**src/rtl/mem_access_unit.sv**
```systemverilog
// Memory-stage load/store unit: 16/32-bit accesses to a 16-bit data memory over req/ack.
// Optional watchdog per halfword access enabled by defining MAU_TIMEOUT_EN.
module mem_access_unit #(
  parameter int unsigned ADDR_W  = 32,
  parameter int unsigned MEM_AW  = 12,
  parameter int unsigned TIMEOUT = 15
) (
  input  logic              i_clk,
  input  logic              i_rst,
  input  logic              i_ex_valid,
  output logic              o_ex_ready,
  input  logic              i_mem_read,
  input  logic              i_mem_write,
  input  logic              i_wide,
  input  logic [ADDR_W-1:0] i_ex_addr,
  input  logic [31:0]       i_ex_wdata,
  output logic              o_dm_req,
  output logic              o_dm_we,
  output logic [MEM_AW-1:0] o_dm_addr,
  output logic [15:0]       o_dm_wdata,
  input  logic              i_dm_ack,
  input  logic [15:0]       i_dm_rdata,
  output logic              o_wb_valid,
  output logic [31:0]       o_wb_data,
  output logic              o_fault
);

  typedef enum logic [1:0] {StIdle, StLo, StHi, StDone} state_e;

  state_e            r_state, w_state_d;
  logic [MEM_AW-1:0] r_addr;
  logic [31:0]       r_wdata;
  logic              r_wide, r_write, r_fault;
  logic [15:0]       r_lo;
  logic [31:0]       r_wb_data;

  logic              w_accept, w_range_err, w_timeout, w_fault_d;
  logic [15:0]       w_lo_d;
  logic [31:0]       w_wb_data_d;

  if (TIMEOUT == 0 || MEM_AW >= ADDR_W) begin : g_param_err
    $error("mem_access_unit: invalid parameters");
  end

  assign o_ex_ready  = (r_state == StIdle) && i_rst;
  assign w_accept    = i_ex_valid && o_ex_ready;
  assign w_range_err = |i_ex_addr[ADDR_W-1:MEM_AW];

  always_comb begin
    w_state_d   = r_state;
    w_fault_d   = r_fault;
    w_lo_d      = r_lo;
    w_wb_data_d = r_wb_data;
    unique case (r_state)
      StIdle: begin
        if (w_accept) begin
          if (!i_mem_read && !i_mem_write) begin
            w_state_d   = StDone;
            w_fault_d   = 1'b0;
            w_wb_data_d = {{16{i_ex_wdata[15]}}, i_ex_wdata[15:0]};
          end else if ((i_mem_read && i_mem_write) || w_range_err) begin
            w_state_d   = StDone;
            w_fault_d   = 1'b1;
            w_wb_data_d = '0;
          end else begin
            w_state_d = StLo;
          end
        end
      end
      StLo: begin
        if (i_dm_ack) begin
          w_lo_d = i_dm_rdata;
          if (r_wide) begin
            w_state_d = StHi;
          end else begin
            w_state_d   = StDone;
            w_fault_d   = 1'b0;
            w_wb_data_d = r_write ? 32'd0 : {{16{i_dm_rdata[15]}}, i_dm_rdata};
          end
        end else if (w_timeout) begin
          w_state_d   = StDone;
          w_fault_d   = 1'b1;
          w_wb_data_d = '0;
        end
      end
      StHi: begin
        if (i_dm_ack) begin
          w_state_d   = StDone;
          w_fault_d   = 1'b0;
          w_wb_data_d = r_write ? 32'd0 : {i_dm_rdata, r_lo};
        end else if (w_timeout) begin
          w_state_d   = StDone;
          w_fault_d   = 1'b1;
          w_wb_data_d = '0;
        end
      end
      StDone: w_state_d = StIdle;
      default: w_state_d = StIdle;
    endcase
  end

  always_ff @(posedge i_clk) begin
    if (!i_rst) begin
      r_state   <= StIdle;
      r_addr    <= '0;
      r_wdata   <= '0;
      r_wide    <= 1'b0;
      r_write   <= 1'b0;
      r_fault   <= 1'b0;
      r_lo      <= '0;
      r_wb_data <= '0;
    end else begin
      r_state   <= w_state_d;
      r_fault   <= w_fault_d;
      r_lo      <= w_lo_d;
      r_wb_data <= w_wb_data_d;
      if (w_accept) begin
        r_addr  <= i_ex_addr[MEM_AW-1:0];
        r_wdata <= i_ex_wdata;
        r_wide  <= i_wide;
        r_write <= i_mem_write;
      end
    end
  end

`ifdef MAU_TIMEOUT_EN
  localparam int unsigned CntW = $clog2(TIMEOUT + 1);
  logic [CntW-1:0] r_cnt;

  // Restarts on every state change, so each halfword gets a fresh budget.
  always_ff @(posedge i_clk) begin
    if (!i_rst || (r_state != w_state_d)) begin
      r_cnt <= '0;
    end else if (o_dm_req) begin
      r_cnt <= r_cnt + CntW'(1);
    end
  end

  assign w_timeout = o_dm_req && (r_cnt == CntW'(TIMEOUT - 1));
`else
  assign w_timeout = 1'b0;
`endif

  always_comb begin
    o_dm_req   = 1'b0;
    o_dm_addr  = '0;
    o_dm_wdata = '0;
    unique case (r_state)
      StLo: begin
        o_dm_req   = 1'b1;
        o_dm_addr  = r_addr;
        o_dm_wdata = r_wdata[15:0];
      end
      StHi: begin
        o_dm_req   = 1'b1;
        o_dm_addr  = r_addr + MEM_AW'(1);
        o_dm_wdata = r_wdata[31:16];
      end
      default: ;
    endcase
  end

  assign o_dm_we    = o_dm_req && r_write;
  assign o_wb_valid = (r_state == StDone);
  assign o_wb_data  = r_wb_data;
  assign o_fault    = o_wb_valid && r_fault;

endmodule

```
**config.mk**
```make
export PLATFORM = sky130hd
export DESIGN_NAME = mem_access_unit
export DESIGN_NICKNAME = d
export VERILOG_FILES = /design/src/rtl/mem_access_unit.sv
export SDC_FILE = /design/constraint.sdc
export NUM_CORES = 1
export LEC_CHECK = 0
export ABC_AREA = 1
export BUFFER_PORTS_ARGS = -buffer_cell sky130_fd_sc_hd__buf_2
export CAP_MARGIN = 20
export CORE_MARGIN = 2
export CORE_UTILIZATION = 40
export DETAILED_ROUTE_END_ITERATION = 16
export PLACE_DENSITY_LB_ADDON = 0.12
export SYNTH_ARGS = -nofsm -noshare
export SYNTH_HDL_FRONTEND = slang
export SYNTH_SLANG_ARGS = --single-unit
```
**constraint.sdc**
```tcl
create_clock -name i_clk -period 1.9 [get_ports i_clk]
set_input_delay 0.19 -clock i_clk [delete_from_list [all_inputs] [get_ports i_clk]]
set_output_delay 0.19 -clock i_clk [all_outputs]
set_load 0.02 [all_outputs]
```
* Word-level counts from Yosys, hierarchy flattened
Cells that the tools add are included.
** Operators by class
- $add $sub $neg :: 1
- Eq/ne operators :: 8
- Reduce and logical (&&, ||, !) cells :: 16
- Muxes and demuxes :: 26
** Operators with widths (number)
- 2-to-1 mux 32 bit :: 8
- case mux 32 bit (3 select lines) :: 1
- case mux 16 bit (2 select lines) :: 1
- case mux 12 bit (2 select lines) :: 1
- OR reduction 20 bit :: 1
- adder 12 x 1 -> 12 bit, second input constant :: 1
- 2-to-1 mux 2 bit :: 5
- 2-to-1 mux 1 bit :: 8
- inequality test 2 bit, second input constant :: 4
- case mux 2 bit (4 select lines) :: 1
- logical AND 1 bit :: 6
- AND reduction 6 bit :: 1
- equality test 2 bit, second input constant :: 2
- inequality test 3 x 1 -> 1 bit, second input constant :: 1
- case mux 1 bit (3 select lines) :: 1
- AND reduction 3 bit :: 1
- nonzero test 3 bit :: 1
- equality test 2 x 1 -> 1 bit, second input constant :: 1
- logical NOT 1 bit :: 2
- logical NOT 2 bit :: 1
- AND reduction 2 bit :: 1
- OR reduction 2 bit :: 1
- logical OR 1 bit :: 1
** Storage, ports and cells
- Word-level logic and storage cells :: 59
- Flip-flop bits (word level) :: 97

* Longest topological paths before layout
Gate-level depths: netlist of the first run.
- Word-level depth :: 6
- Gate-level depth with buffers :: 11

* Worst setup path after synthesis of the first run
No wires, ideal clock.
- Path type :: register to output
- Start point :: register r_state[0]
- End point :: output port o_dm_addr[8]
- Slack :: -0.221 ns
- Arrival time :: 1.931 ns
- Stages on the path, launching flop included :: 7
- Buffers on the path :: 2
- Cell sequence :: dfxtp_1 > inv_1 > ha_1 > clkbuf_1 > inv_2 > clkbuf_1 > nor3_1
** On the way
- Longest elaborated chain between the ends :: 2
- Elaborated cells on any way between the ends :: 3
- Those cells by class :: eq/ne (2); mux (1)
** Ends and longest elaborated chain
- start, declared :: RTL line 30 : state_e r_state, w_state_d;
- start signal, assigned :: RTL line 104 : r_state <= StIdle;
- start signal, assigned :: RTL line 113 : r_state <= w_state_d;
- equality test 2 bit / equality test 2 x 1 -> 1 bit (equally long branches) :: RTL line 148 : unique case (r_state)
- case mux 12 bit (2 select lines) * :: RTL line 148
- end, declared :: RTL line 19 : output logic [MEM_AW-1:0] o_dm_addr,
Every way passes the cells marked *; elsewhere a longest branch is shown, timed or not.

* Final worst setup path of the first run
- Start point :: register r_addr[1]
- End point :: output port o_dm_addr[10]
** On the way
- Longest elaborated chain between the ends :: 2
** Ends and longest elaborated chain
- start, declared :: RTL line 31 : logic [MEM_AW-1:0] r_addr;
- start signal, assigned :: RTL line 118 : r_addr <= i_ex_addr[MEM_AW-1:0];
- adder 12 x 1 -> 12 bit :: RTL line 156 : o_dm_addr = r_addr + MEM_AW'(1);
- case mux 12 bit (2 select lines) :: RTL line 148
Every way passes these cells.

==> impl_metrics.ini, run 1 <==
[drt]
firstDrtPassIters = 5
num_vias = 5578
drt_wl_total_um = 15900
viasPerCell = 5.19
drt_iter0_drc = 364
drc_errors = 0
wl_per_cell_um = 14.8
ant_nets = 0

[setup_path]
reg2reg_from = r_state[0]
start_kind = flop
r2r-end = o_wb_data[11]
critPathKind = flop to primary output
path_common_cell = nand2_1
end_kind = primary output
crit_chain = ha_4, nand2_4, nor3_4, nand2_2, inv_2, nand2_1, nand2_1, nand2_1, a21oi_2, buf_4
cp_slowest_stage_delay_ns = 0.36
regToRegSetupSlack_ns = 0.19
critical_path.max_fanout = 4
ff2ff_path_depth = 10
required_ns = 1.71
cp_slowest_cell = dfxtp_2
worstPathArrival_ns = 1.74

[power_and_ir_drop]
peakVddDrop_mv = 0.969
p_clk_share_pct = 16.6
internal-power_mw = 5.75
switching_share_pct = 45.4
power.density_mw_per_mm2 = 1610
p_switching_mw = 4.78
p_comb_share_pct = 54.8
power_frac_seq_pct = 28.6
p_leak_nw = 3.17

[min_path]
hp-class = primary input to flop
worstHoldStart = i_ex_wdata[23]
hold-path-endpoint = r_wdata[23]
worstHoldPathCells = 3

[finish]
final_common_cell = nand2_1
diodes = 0
fillers = 1231
layout_common_cells = nand2_1 (227), buf_2 (136), nor2_1 (100), dfxtp_1 (91), nand3_1 (89)
fin_nets = 1015
syn_to_final_growth_pct = 32.7
drive_gt1_share_pct = 26.8
regArea_mm2 = 0.00195
multi_input_area_mm2 = 0.00278

[logic_synthesis]
synthArstFlopShare_pct = 0
synth_cell_type_count = 25
syn-mean-instance-area_um2 = 6.34
synth_ff_type = dfxtp_1
syn-num-nets = 872
synthCells = 779
ys_seq_area_share_pct = 39.3
synth_edf_count = 0
ys_ff_latch = 97
yosys_warnings = 0
syn_area_mm2 = 0.00494

[floorplan]
die-area_mm2 = 0.0133
io_pins = 152
die_w_um = 115
start_util_pct = 41.1
row_count = 40
fp.dieH_um = 115
core-area_mm2 = 0.0120

[timing]
hold_viol_final = 0
maxSlewViolCount = 0
worst_slack_ns = -0.0295
worst_pin_slew_ns = 0.519
relSlewSlack_pct = 65.4
setup_viol = 1
fin_setup_tns_ns = -0.0295
fin_skew_ns = 0.0115
min_period_ns = 1.93
fmax_mhz = 518
rsz0062_at_grt = true
hold_ws_ns = 0.0249
finalCritPeriodShare_pct = 102

[flow_run]
drv_cap = 0

[clocking]
clkTransAtPathRegs_ns = 0.07
cts_tree = yes
root_buffer = clkbuf_16
insertion_delay_ns = 0.36
clk_path_buf_depth = 2
clock_sinks = 97
cts_buffers = 9
htree_levels = 3

[global_route]
grt_pass1_vias = 5204
grt-ovfl-total = 0
grt_max_degree = 99
grt_antenna_before_repair = 0
grt_pass1_wl_um = 24900
grtUsageTotal_pct = 24.0

[placed_design]
port_buffers = 151
dp_hpwl_um = 11500
gp_routability_congestion = 0.921

[run_status]
outcome = finished, violations left
violations = setup timing
cells in the mapped netlist, types with 2 or more instances:
cell type | n | area share (%)
a31oi_1 | 16 | 2.0
nor2_1 | 102 | 7.7
a21oi_1 | 87 | 8.8
dfxtp_1 | 97 | 39
nand2_1 | 230 | 17
buf_1 | 8 | 0.61
o21ai_0 | 37 | 3.7
nor3_1 | 2 | 0.20
ha_1 | 6 | 1.5
clkbuf_1 | 34 | 2.6
nand3_1 | 92 | 9.3
buf_2 | 14 | 1.4
inv_1 | 42 | 3.2
power groups by stage:
stage	clock, mW	combinational [mW]	sequential, mW
2_1_floorplan	0	3.31	3.32
3_5_place_dp	0	5.40	3.00
3_3_place_gp	0	5.30	2.99
6_report	1.75	5.77	3.01
5_1_grt	1.86	6.42	3.07
4_1_cts	1.79	5.58	3.00
metal layers:
layer | vias to the layer above | GRT usage [%] | share of wire (%)
li1 | 2811 | - | -
met1 | 2582 | 30.3 | 44
met2 | 160 | 40.7 | 48
met3 | 25 | 3.74 | 4.9
met4 | 0 | 10.4 | 2.5
met5 | - | 0 | 0
how the worst max path moves through the flow:
stage,startpoint,end,slack [ns],cells after the start
after floorplan,r_state[1],o_dm_addr[1],-0.01,7
after CTS,r_addr[1],o_dm_addr[10],-0.04,10
final,r_addr[1],o_dm_addr[10],-0.03,10
after detailed placement,r_state[1],o_wb_data[14],0.07,9
after global placement,r_addr[0],o_dm_addr[10],0.17,10
after global routing,r_addr[1],o_dm_addr[10],-0.1,10
timing repair:
action | CTS | global route
hold buffers | 0 | 0
pin swaps | 7 | 4
setup buffers | 5 | 2
hold endpoints to repair | 0 | 0
cloned | 1 | 1
setup endpoints to repair | 29 | 25
resized for setup | 40 | 37
critical path: cells and delay by family (launching register included):
| kind | cells | cell delay [ns] |
|---|---|---|
| and+or+nand+nor | 6 | 0.50 |
| DFF | 1 | 0.36 |
| buffers and inverters | 2 | 0.24 |
| adders and majority gates | 1 | 0.16 |
| AOI/OAI and AO/OA | 1 | 0.13 |
per-stage QoR:
step | instance area [µm²] | std cells | total power [mW] | utilization, % | worst slack, ns
2_1_floorplan | 4970 | 779 | 6.63 | - | -0.0123
3_3_place_gp | 5960 | 1050 | 8.28 | 49.6 | 0.168
3_5_place_dp | 5960 | 1050 | 8.40 | 49.6 | 0.0653
4_1_cts | 6410 | 1071 | 10.4 | 53.4 | -0.0448
5_1_grt | 6560 | 1074 | 11.4 | 54.6 | -0.0971
6_report | 6560 | 1074 | 10.5 | 54.6 | -0.0295
registers in the layout (all words and copies together), names as in the netlist:
name / flops
r_wide: 1
r_write: 1
r_lo: 16
r_addr: 12
r_fault: 1
r_wdata: 32
o_wb_data: 32
r_state: 2
cells by family (layout without fill, tap and decap cells):
group	after synthesis	count (layout)	synth area share, %
adders and majority gates	6	6	1.52
AOI/OAI and AO/OA	146	146	15.6
DFF	97	97	39.3
and+or+nand+nor	430	430	35.7
buffers and inverters	100	248	7.95
area by class of cell:
type	instances	share of cell area, %
Clock buffer	11	3.70
Clock inverter	5	0.592
Inverter	44	2.67
Multi-Input combinational cell	582	42.3
Sequential cell	97	29.8
Tap cell	147	2.81
Timing Repair Buffer	188	18.1
Note: power is estimated with default switching activity, not from simulation.
==> inputs of run 2 (changes only) <==
--- a/config.mk
+++ b/config.mk
@@ -8,7 +8,7 @@
 export ABC_AREA = 1
 export BUFFER_PORTS_ARGS = -buffer_cell sky130_fd_sc_hd__buf_2
 export CAP_MARGIN = 20
-export CORE_MARGIN = 2
+export CORE_MARGIN = 3
 export CORE_UTILIZATION = 40
 export DETAILED_ROUTE_END_ITERATION = 16
 export PLACE_DENSITY_LB_ADDON = 0.12
==> constraint.sdc (replaced) <==
create_clock -name i_clk -period 2.3 [get_ports i_clk]
set_input_delay 0.23 -clock i_clk [delete_from_list [all_inputs] [get_ports i_clk]]
set_output_delay 0.23 -clock i_clk [all_outputs]
set_load 0.02 [all_outputs]
==> impl_metrics.ini, run 2 (same netlist as run 1, synthesis figures left out) <==
[global_route]
grtUsageTotal_pct = 23.0
grt_antenna_before_repair = 0
grt_max_degree = 62
grt-ovfl-total = 0
grt_pass1_vias = 5126
grt_pass1_wl_um = 24600

[finish]
syn_to_final_growth_pct = 25.8
final_area_mm2 = 0.00622
fin_cells = 1076
diodes = 0
final_common_cell = nand2_1
fin_nets = 1001
final_util_pct = 52.9
drive_gt1_share_pct = 22.1
layout_common_cells = nand2_1 (230), buf_2 (150), nor2_1 (102), dfxtp_1 (95), nand3_1 (92)

[setup_path]
critPathKind = flop to primary output
ff2ff_path_depth = 10
start_kind = flop
critical_path.max_fanout = 22
cp_slowest_cell = dfxtp_2
cp_slowest_stage_delay_ns = 0.39
worstPathArrival_ns = 1.99
reg2reg_from = r_state[1]
r2r-end = o_wb_data[30]
crit_chain = inv_1, ha_1, inv_2, buf_4, a221oi_1, buf_2
required_ns = 2.07
regToRegSetupSlack_ns = 0.30
end_kind = primary output

[clocking]
clock_sinks = 97
clk_path_buf_depth = 2
cts-hold-fix-buffers = 0
insertion_delay_ns = 0.35
htree_levels = 3
clkTransAtPathRegs_ns = 0.07
cts_tree = yes
root_buffer = clkbuf_16
cts_buffers = 9

[placed_design]
postPlaceCellArea_mm2 = 0.00584
dp_hpwl_um = 11600
pre_cts_slack_ns = 0.272
placed_cells = 1059
gp_routability_congestion = 0.880
port_buffers = 151

[drt]
drc_errors = 0
highest_layer = met4
wl_per_cell_um = 14.8
drt_iter0_drc = 415
wl_met1_um = 6970
drt_wl_total_um = 16000
met3_length_um = 856
dr_wl_met2_um = 7690
viasPerCell = 5.11
firstDrtPassIters = 5
num_vias = 5499
ant_nets = 0

[timing]
fmax_mhz = 451
hold_viol_final = 0
rsz0062_at_grt = true
finalCritPeriodShare_pct = 96.4
fin_setup_tns_ns = 0
worst_pin_slew_ns = 0.629
min_period_ns = 2.22
fin_skew_ns = 0.00336
setup_viol = 0
maxSlewViolCount = 0
worst_slack_ns = 0.0834
relSlewSlack_pct = 58.1

[power_and_ir_drop]
p_leak_nw = 3.05
power.density_mw_per_mm2 = 1340
p_clk_share_pct = 18.2
switching_share_pct = 46.0
power_frac_seq_pct = 29.4
p_comb_share_pct = 52.4
peakVddDrop_mv = 0.689
p_switching_mw = 3.83
internal-power_mw = 4.49

[floorplan]
row_count = 39
die_w_um = 117
start_util_pct = 42.0
fp.dieH_um = 117
core-area_mm2 = 0.0118
die-area_mm2 = 0.0137
io_pins = 152

[flow_run]
drv_cap = 0

[run_status]
outcome = completed

[min_path]
worstHoldStart = i_ex_wdata[18]
hp-class = primary input to flop
hold-path-endpoint = r_wdata[18]
worstHoldPathCells = 3
run 2: cell count changes in the layout (fill, tap and decap cells not counted), sizes merged:
cell,before,now
bufbuf,0,1
clkinvlp,1,2
buf,187,173
clkinv,4,2
inv,44,45
clkbuf,12,9
bufinv,0,1
run 2: final cells by class:
class	count	area (µm²)
clock buffers	9	225
clock inverters	6	67.6
fillers	1214	5540
inverters	44	165
multi-input cells	582	2630
flip-flops and latches	97	1940
well taps	164	205
repair buffers	174	976
run 2: critical path: cells and delay by family, from the launching register on:
| family | cells | cell delay [ns] |
|---|---|---|
| AO/OA/AOI/OAI | 1 | 0.24 |
| adder cells (fa/ha/maj) | 1 | 0.39 |
| buffers and inverters | 4 | 0.60 |
| flip-flops | 1 | 0.39 |
run 2: per-layer routing:
layer	up-vias	GRT usage, %
li1	2783	-
met1	2505	27.8
met2	179	39.7
met3	32	3.96
met4	0	10.3
met5	-	0
run 2: repair_timing:
item | in CTS | in global routing
buffers inserted | 0 | 1
endpoints found under the setup margin | 1 | 13
cloned | 1 | 0
pin swaps | 0 | 2
resized for setup | 0 | 11
hold endpoints to repair | 0 | 0
run 2: metrics by stage:
step	hold slack [ns]	power, mW
after global routing	0.0840	9.00
after floorplan	0.340	5.44
after CTS	0.0588	8.31
after detailed placement	0.434	6.71
final	0.0666	8.31
after global placement	0.426	6.63
run 2: worst max-delay path by stage:
| stage | from | endpoint | slack, ns | depth (start not counted) |
|---|---|---|---|---|
| after floorplan | r_state[0] | o_dm_addr[8] | 0.14 | 6 |
| after global placement | r_state[0] | o_wb_data[15] | 0.35 | 12 |
| after detailed placement | r_state[0] | o_wb_data[15] | 0.27 | 12 |
| after CTS | r_state[0] | o_dm_addr[6] | 0.02 | 6 |
| after global routing | r_addr[1] | o_dm_addr[10] | -0.04 | 7 |
| final | r_state[0] | o_dm_addr[3] | 0.08 | 6 |
run 2: power groups by stage:
stage                     combinational (mW)  clock (mW)  sequential (mW)
after global placement                  4.17           0             2.46
after detailed placement                4.24           0             2.47
final                                   4.36        1.51             2.45
after CTS                               4.32        1.55             2.44
after global routing                    4.88        1.61             2.50
after floorplan                         2.70           0             2.75
